--- src/rtl/mem_arbiter.sv ---
// mem_arbiter: shares one single-port memory between the instruction-fetch (IF)
// and load/store (LS) requesters. Grants are combinational, read data is
// registered into a per-port response one cycle after the grant.
// Optional macro ARB_RR_EN selects round-robin arbitration; when it is left
// undefined the arbiter uses fixed LS-over-IF priority with an IF starvation
// counter that forces an IF grant after STARVE_LIMIT refused cycles.
module mem_arbiter #(
  parameter int ADDR_W       = 30,
  parameter int DATA_W       = 32,
  parameter int STARVE_LIMIT = 4
) (
  input  logic              i_clk,
  input  logic              i_rst,
  input  logic              i_if_req,
  input  logic [ADDR_W-1:0] i_if_addr,
  output logic              o_if_gnt,
  output logic              o_if_rvalid,
  output logic [DATA_W-1:0] o_if_rdata,
  input  logic              i_ls_req,
  input  logic              i_ls_we,
  input  logic [ADDR_W-1:0] i_ls_addr,
  input  logic [3:0]        i_ls_sel,
  input  logic [DATA_W-1:0] i_ls_wdata,
  output logic              o_ls_gnt,
  output logic              o_ls_rvalid,
  output logic [DATA_W-1:0] o_ls_rdata,
  output logic [ADDR_W-1:0] o_mem_address,
  output logic [3:0]        o_mem_sel_width,
  output logic              o_mem_w_en,
  output logic [DATA_W-1:0] o_mem_din,
  input  logic [DATA_W-1:0] i_mem_dout
);

  // last_reg: port that received the most recent grant (0 = IF, 1 = LS)
  logic              last_reg;
  logic              if_rvalid_reg;
  logic              ls_rvalid_reg;
  logic [DATA_W-1:0] if_rdata_reg;
  logic [DATA_W-1:0] ls_rdata_reg;

  // if_wins: IF takes the memory when both ports request in the same cycle
  logic if_wins;

`ifdef ARB_RR_EN
  // Round-robin: under contention the port that did not win last time goes.
  assign if_wins = last_reg;
`else
  localparam int CNT_W = (STARVE_LIMIT < 1) ? 1 : $clog2(STARVE_LIMIT + 1);
  localparam logic [CNT_W-1:0] STARVE_MAX = CNT_W'(STARVE_LIMIT);

  logic [CNT_W-1:0] starve_reg;

  // Fixed priority: LS wins unless IF has already been refused STARVE_LIMIT times.
  assign if_wins = (starve_reg == STARVE_MAX);

  // Count consecutive cycles IF waits while requesting; saturate at the limit.
  always_ff @(posedge i_clk) begin
    if (i_rst) begin
      starve_reg <= '0;
    end else if (!i_if_req || o_if_gnt) begin
      starve_reg <= '0;
    end else if (starve_reg != STARVE_MAX) begin
      starve_reg <= starve_reg + 1'b1;
    end
  end
`endif

  // Grants are suppressed during reset so no access (and no write) can slip through.
  assign o_if_gnt = !i_rst && i_if_req && (!i_ls_req || if_wins);
  assign o_ls_gnt = !i_rst && i_ls_req && (!i_if_req || !if_wins);

  // Steer the winning port onto the memory bus; idle bus is all zeros.
  always_comb begin
    o_mem_address   = '0;
    o_mem_sel_width = 4'b0000;
    o_mem_w_en      = 1'b0;
    o_mem_din       = '0;
    if (o_if_gnt) begin
      o_mem_address   = i_if_addr;
      o_mem_sel_width = 4'b1111;
    end else if (o_ls_gnt) begin
      o_mem_address   = i_ls_addr;
      o_mem_sel_width = i_ls_sel;
      o_mem_w_en      = i_ls_we;
      o_mem_din       = i_ls_wdata;
    end
  end

  // Track the last winner and capture async read data into per-port responses.
  always_ff @(posedge i_clk) begin
    if (i_rst) begin
      last_reg      <= 1'b0;
      if_rvalid_reg <= 1'b0;
      ls_rvalid_reg <= 1'b0;
      if_rdata_reg  <= '0;
      ls_rdata_reg  <= '0;
    end else begin
      if_rvalid_reg <= o_if_gnt;
      ls_rvalid_reg <= o_ls_gnt && !i_ls_we;
      if (o_if_gnt) begin
        last_reg     <= 1'b0;
        if_rdata_reg <= i_mem_dout;
      end
      if (o_ls_gnt) begin
        last_reg <= 1'b1;
        if (!i_ls_we) begin
          ls_rdata_reg <= i_mem_dout;
        end
      end
    end
  end

  assign o_if_rvalid = if_rvalid_reg;
  assign o_if_rdata  = if_rdata_reg;
  assign o_ls_rvalid = ls_rvalid_reg;
  assign o_ls_rdata  = ls_rdata_reg;

endmodule

--- config.mk ---
export PLATFORM = sky130hd
export DESIGN_NAME = mem_arbiter
export DESIGN_NICKNAME = d
export VERILOG_FILES = /design/src/rtl/mem_arbiter.sv
export SDC_FILE = /design/constraint.sdc
export NUM_CORES = 1
export LEC_CHECK = 0
export ABC_CLOCK_PERIOD_IN_PS = 3420
export BUFFER_PORTS_ARGS = -buffer_cell sky130_fd_sc_hd__buf_4
export CAP_MARGIN = 10
export CORE_AREA = 2 2 105 107
export DETAILED_ROUTE_END_ITERATION = 7
export DIE_AREA = 0 0 107 109
export GPL_TIMING_DRIVEN = 0
export PLACE_DENSITY = 0.78
export SLEW_MARGIN = 20
export SYNTH_ARGS = -nofsm -noshare
export SYNTH_HDL_FRONTEND = slang
export SYNTH_SLANG_ARGS = --single-unit
--- constraint.sdc ---
create_clock -name i_clk -period 3.42 [get_ports i_clk]
set_clock_uncertainty 0.1 [all_clocks]
set_input_delay 0.513 -clock i_clk [delete_from_list [all_inputs] [get_ports i_clk]]
set_output_delay 0.513 -clock i_clk [all_outputs]
set_load 0.005 [all_outputs]
After elaboration in Yosys (flattened, before gate mapping)
Index checks and enable logic that the tools add are counted.
{"block": "classes", "eq_ne": 2, "addsub": 1, "n_mux": 8, "bitwise_logic": 1, "reduce_logical": 15}
{"op": "$mux 32", "count": 2}
{"op": "$mux 30", "count": 2}
{"op": "$mux 4", "count": 2}
{"op": "$logic_and 1x1->1", "count": 5}
{"op": "$logic_not 1->1", "count": 5}
{"op": "$add 3x1->3 const B", "count": 1}
{"op": "$eq 3x3->1 const B", "count": 1}
{"op": "$logic_or 1x1->1", "count": 3}
{"op": "$ne 3x3->1 const B", "count": 1}
{"op": "$mux 1", "count": 2}
{"op": "$reduce_and 2->1", "count": 1}
{"op": "$reduce_or 2->1", "count": 1}
{"op": "$not 1->1", "count": 1}
{"block": "totals", "wordCells": 32, "regBits": 69, "out_inout_bits": 135, "input_bits": 133}

Depth between registers and ports, before layout
{"block": "depth", "depth_word": 6, "mapped_depth": 8, "depth_no_buf": 5}

Least setup slack after synthesis
Ideal clock, no wire load.
{"block": "synth_path", "path_kind": "in2out", "start": "input i_rst", "end": "output o_mem_address[24]", "stages": 6, "t_required_ps": 2807, "arrival_ps": 1491, "slack_ps": 1316, "cell_sequence": "buf_2 > nand2b_1 > a21oi_2 > buf_4 > buf_6 > a22o_1"}
{"element": "start, declared", "line_no": "13", "text": "input logic i_rst,"}
{"element": "$logic_not 1->1", "line_no": "69", "text": "assign o_if_gnt = !i_rst && i_if_req && (!i_ls_req || if_wins);"}
{"element": "$logic_and 1x1->1 (2 in a row)", "line_no": "69"}
{"element": "net o_if_gnt", "line_no": "16", "text": "output logic o_if_gnt,"}
{"element": "$mux 30", "line_no": "78", "text": "if (o_if_gnt) begin"}
{"element": "end, declared", "line_no": "27", "text": "output logic [ADDR_W-1:0] o_mem_address,"}
The timed path passes the listed nets, and every way through them passes these cells.

Worst setup path in the final report
{"block": "layout_path", "start": "register starve_reg[0]", "end": "output o_mem_address[7]"}
{"block": "layout_via", "elab_chain_cells": 6}
{"element": "start, declared", "line_no": "51", "text": "logic [CNT_W-1:0] starve_reg;"}
{"element": "start signal, assigned", "line_no": "63", "text": "starve_reg <= starve_reg + 1'b1;"}
{"element": "$eq 3x3->1 (*)", "line_no": "54", "text": "assign if_wins = (starve_reg == STARVE_MAX);"}
{"element": "$logic_not 1->1", "line_no": "70", "text": "assign o_ls_gnt = !i_rst && i_ls_req && (!i_if_req || !if_wins);"}
{"element": "$logic_or 1x1->1", "line_no": "70"}
{"element": "$logic_and 1x1->1", "line_no": "70"}
{"element": "$mux 30", "line_no": "81", "text": "end else if (o_ls_gnt) begin"}
{"element": "$mux 30 (*)", "line_no": "78"}
Mark *: on every way between the ends. The rest lies on a longest branch, timed or not.

==> run summary <==
Worst-Skew Late Latency - 0.34 ns
f_max - 0.350 GHz
maximum buffer depth of the clock tree - 2
TritonCTS buffer count - 9
ranking of synthesized cells by area - dfxtp_1 (43%), mux2_2 (11%), a22o_1 (8.2%), and2_1 (6.4%), nor2b_1 (6.2%)
Logic pwr share - 0.220
P&R area growth vs syn - 73.6%
DRT iter0 DRCs - 326
Mapped Area - 3210 sq um
post-route design area - 5570 sq um
Die H - 109 um
pin count of the biggest net entering global routing - 12
min Tclk post-route - 2.86 ns
Worst Path Required - 2.81 ns
# DRC - 0
hold_sp - i_mem_dout[14]
Final TNS setup - 0 ns
Slew HR - 0.680
Synth cell types - 28
initial antenna violation count - 0
Slew Limit Fails - 0
ant diodes - 0
total die area - 11700 sq um
CP startpoint - starve_reg[0]
Initial Util - 0.303
Hold Crit Depth - 3
first-pass GRT wire length - 18500 um
Post-layout nets - 761
sw power - 484 uW
number of global-route vias before repair - 3433
CTS Sinks - 69
Reg clk slew, reported paths - 0.07 ns
VDD IR max - 279 uV
CTS Hold Bufs - 0
Max-cap violations - 0
layout cells sized above 1 - 0.528
IO Port Bufs - 266
Synth Warn # - 0
Flop pwr share - 0.446
Startpoint Class - flop
GRT overflow - 0
worst r2r path cells - 6
unrepaired setup endpoints after global routing - no
actual slew at the worst max-slew pin - 0.480 ns
Yosys top cell area share - 0.430
Placer Congestion - 0.815
total power after layout - 1.95 mW
Total Routing Usage GR - 0.209
register bit total from synthesis - 69
Worst Setup End Kind - primary output
CTS root buf - clkbuf_8
total setup buffers inserted after CTS - 0
number of core rows - 38
syn avg cell area - 9.20 sq um
Int Pwr - 1.46 mW
total leakage power - 2.76 nW
routed vias - 3590
Tcrit/Tclk final - 0.836
Net Sw Frac - 0.248
Critical Path Fanout Max - 10
Die Width - 107 um
cell taking the most area after synthesis - dfxtp_1
CTS tree - yes
Min-Delay Path Class - in -> reg
pre-CTS setup slack - 0.882 ns
Resize count post-CTS - 0
critical path class - reg -> out
# H-tree levels - 3
Finished Layout Cells - 771
HPWL after DPL - 10300 um
WL/cell - 16.8 um
Post-DP Area - 5380 sq um
Routed Antenna Nets - 0
core footprint - 10600 sq um
Vias/cell - 4.66
status - finished, final reports clean
Mapped Cells - 349
routed wire length - 13000 um
Clk network pwr share - 0.333
worst reg2reg startpoint - starve_reg[0]
Setup violations, final - 0
Setup WS post-layout - 0.560 ns
pwr dens - 350 nW/um^2
# IOs - 268
register area share after synthesis - 0.430
Critical Path AT - 2.25 ns
Post-Synthesis Net Count - 484
placed insts - 755
drt first pass iters - 4
endpoints failing hold - 0
==> synthesized netlist by cell type <==
cell / instances
mux2i_1: 1
o21ai_1: 2
and3_1: 1
a22o_1: 30
inv_1: 4
a21oi_2: 1
nand2b_1: 1
mux2_2: 32
buf_4: 4
inv_2: 1
dfxtp_1: 69
buf_2: 6
nand3_1: 32
and2_1: 33
nor3b_4: 1
nor2_1: 3
buf_6: 6
clkbuf_1: 16
a21oi_1: 1
o21ai_0: 30
nor3_1: 1
nor2b_1: 32
and2_0: 1
nand3_2: 1
nand2_1: 33
a21o_1: 4
ha_1: 2
nand4_1: 1
==> power groups by stage <==
stage          logic, mW  registers, mW  clock network (mW)
2_1_floorplan      0.135          0.888                   0
3_3_place_gp       0.422          0.886                   0
3_5_place_dp       0.429          0.887                   0
4_1_cts            0.432          0.870               0.665
5_1_grt            0.460          0.874               0.701
6_report           0.429          0.870               0.650
==> worst max-delay path, cell delays in order (launching register included) <==
cell      delay, ns
dfxtp_1        0.36
inv_1          0.06
ha_1           0.23
nand3_2        0.17
and3_1         0.17
buf_2          0.16
clkbuf_1       0.34
a22o_1         0.26
buf_4          0.15
==> metal layers <==
layer  vias up  global-route usage  part of all wire
li1       1745                   -                 -
met1      1672               0.233              0.38
met2       156               0.354              0.49
met3        17              0.0932              0.11
met4         0              0.0761             0.021
met5         -                   0                 0
==> layout make-up <==
type / count / area, sq um
multi-input cells: 243 / 1620
flip-flops and latches: 69 / 1380
repair buffers: 266 / 2000
clock inverters: 5 / 50.0
clock buffers: 11 / 141
fillers: 967 / 5030
well taps: 140 / 175
plain buffers: 32 / 188
inverters: 5 / 18.8
==> cell families after synthesis <==
kind of cell | synth area share
simple gates | 0.237
mux | 0.115
buf+inv | 0.0643
flops | 0.430
compound gates | 0.145
fa+ha+maj | 0.00779
==> cell usage in the layout, fill, tap and decap left out, types with 6 or more instances in the layout <==
master	netlist	routed
o21ai_0	30	30
clkbuf_8	0	10
nand3_1	32	32
buf_6	6	6
buf_4	4	270
nand2_1	33	33
buf_2	6	6
a22o_1	30	30
dfxtp_1	69	69
nor2b_1	32	32
and2_1	33	33
mux2_2	32	32
clkbuf_1	16	17
==> final timing paths <==
check	end	slack (ns)
worst min-delay path	o_ls_rdata[14]	0.30
worst max-delay path	o_mem_address[7]	0.56
worst max register to register	o_if_rdata[2]	1.62
worst min register to register	starve_reg[0]	0.36
==> per-stage QoR <==
| stage | hold WS [ns] | utilization |
|---|---|---|
| 3_3_place_gp | 0.330 | 0.508 |
| 6_report | 0.295 | 0.526 |
| 2_1_floorplan | 0.317 | - |
| 5_1_grt | 0.290 | 0.526 |
| 3_5_place_dp | 0.342 | 0.508 |
| 4_1_cts | 0.276 | 0.526 |
Power figures use the tool's default switching activity.
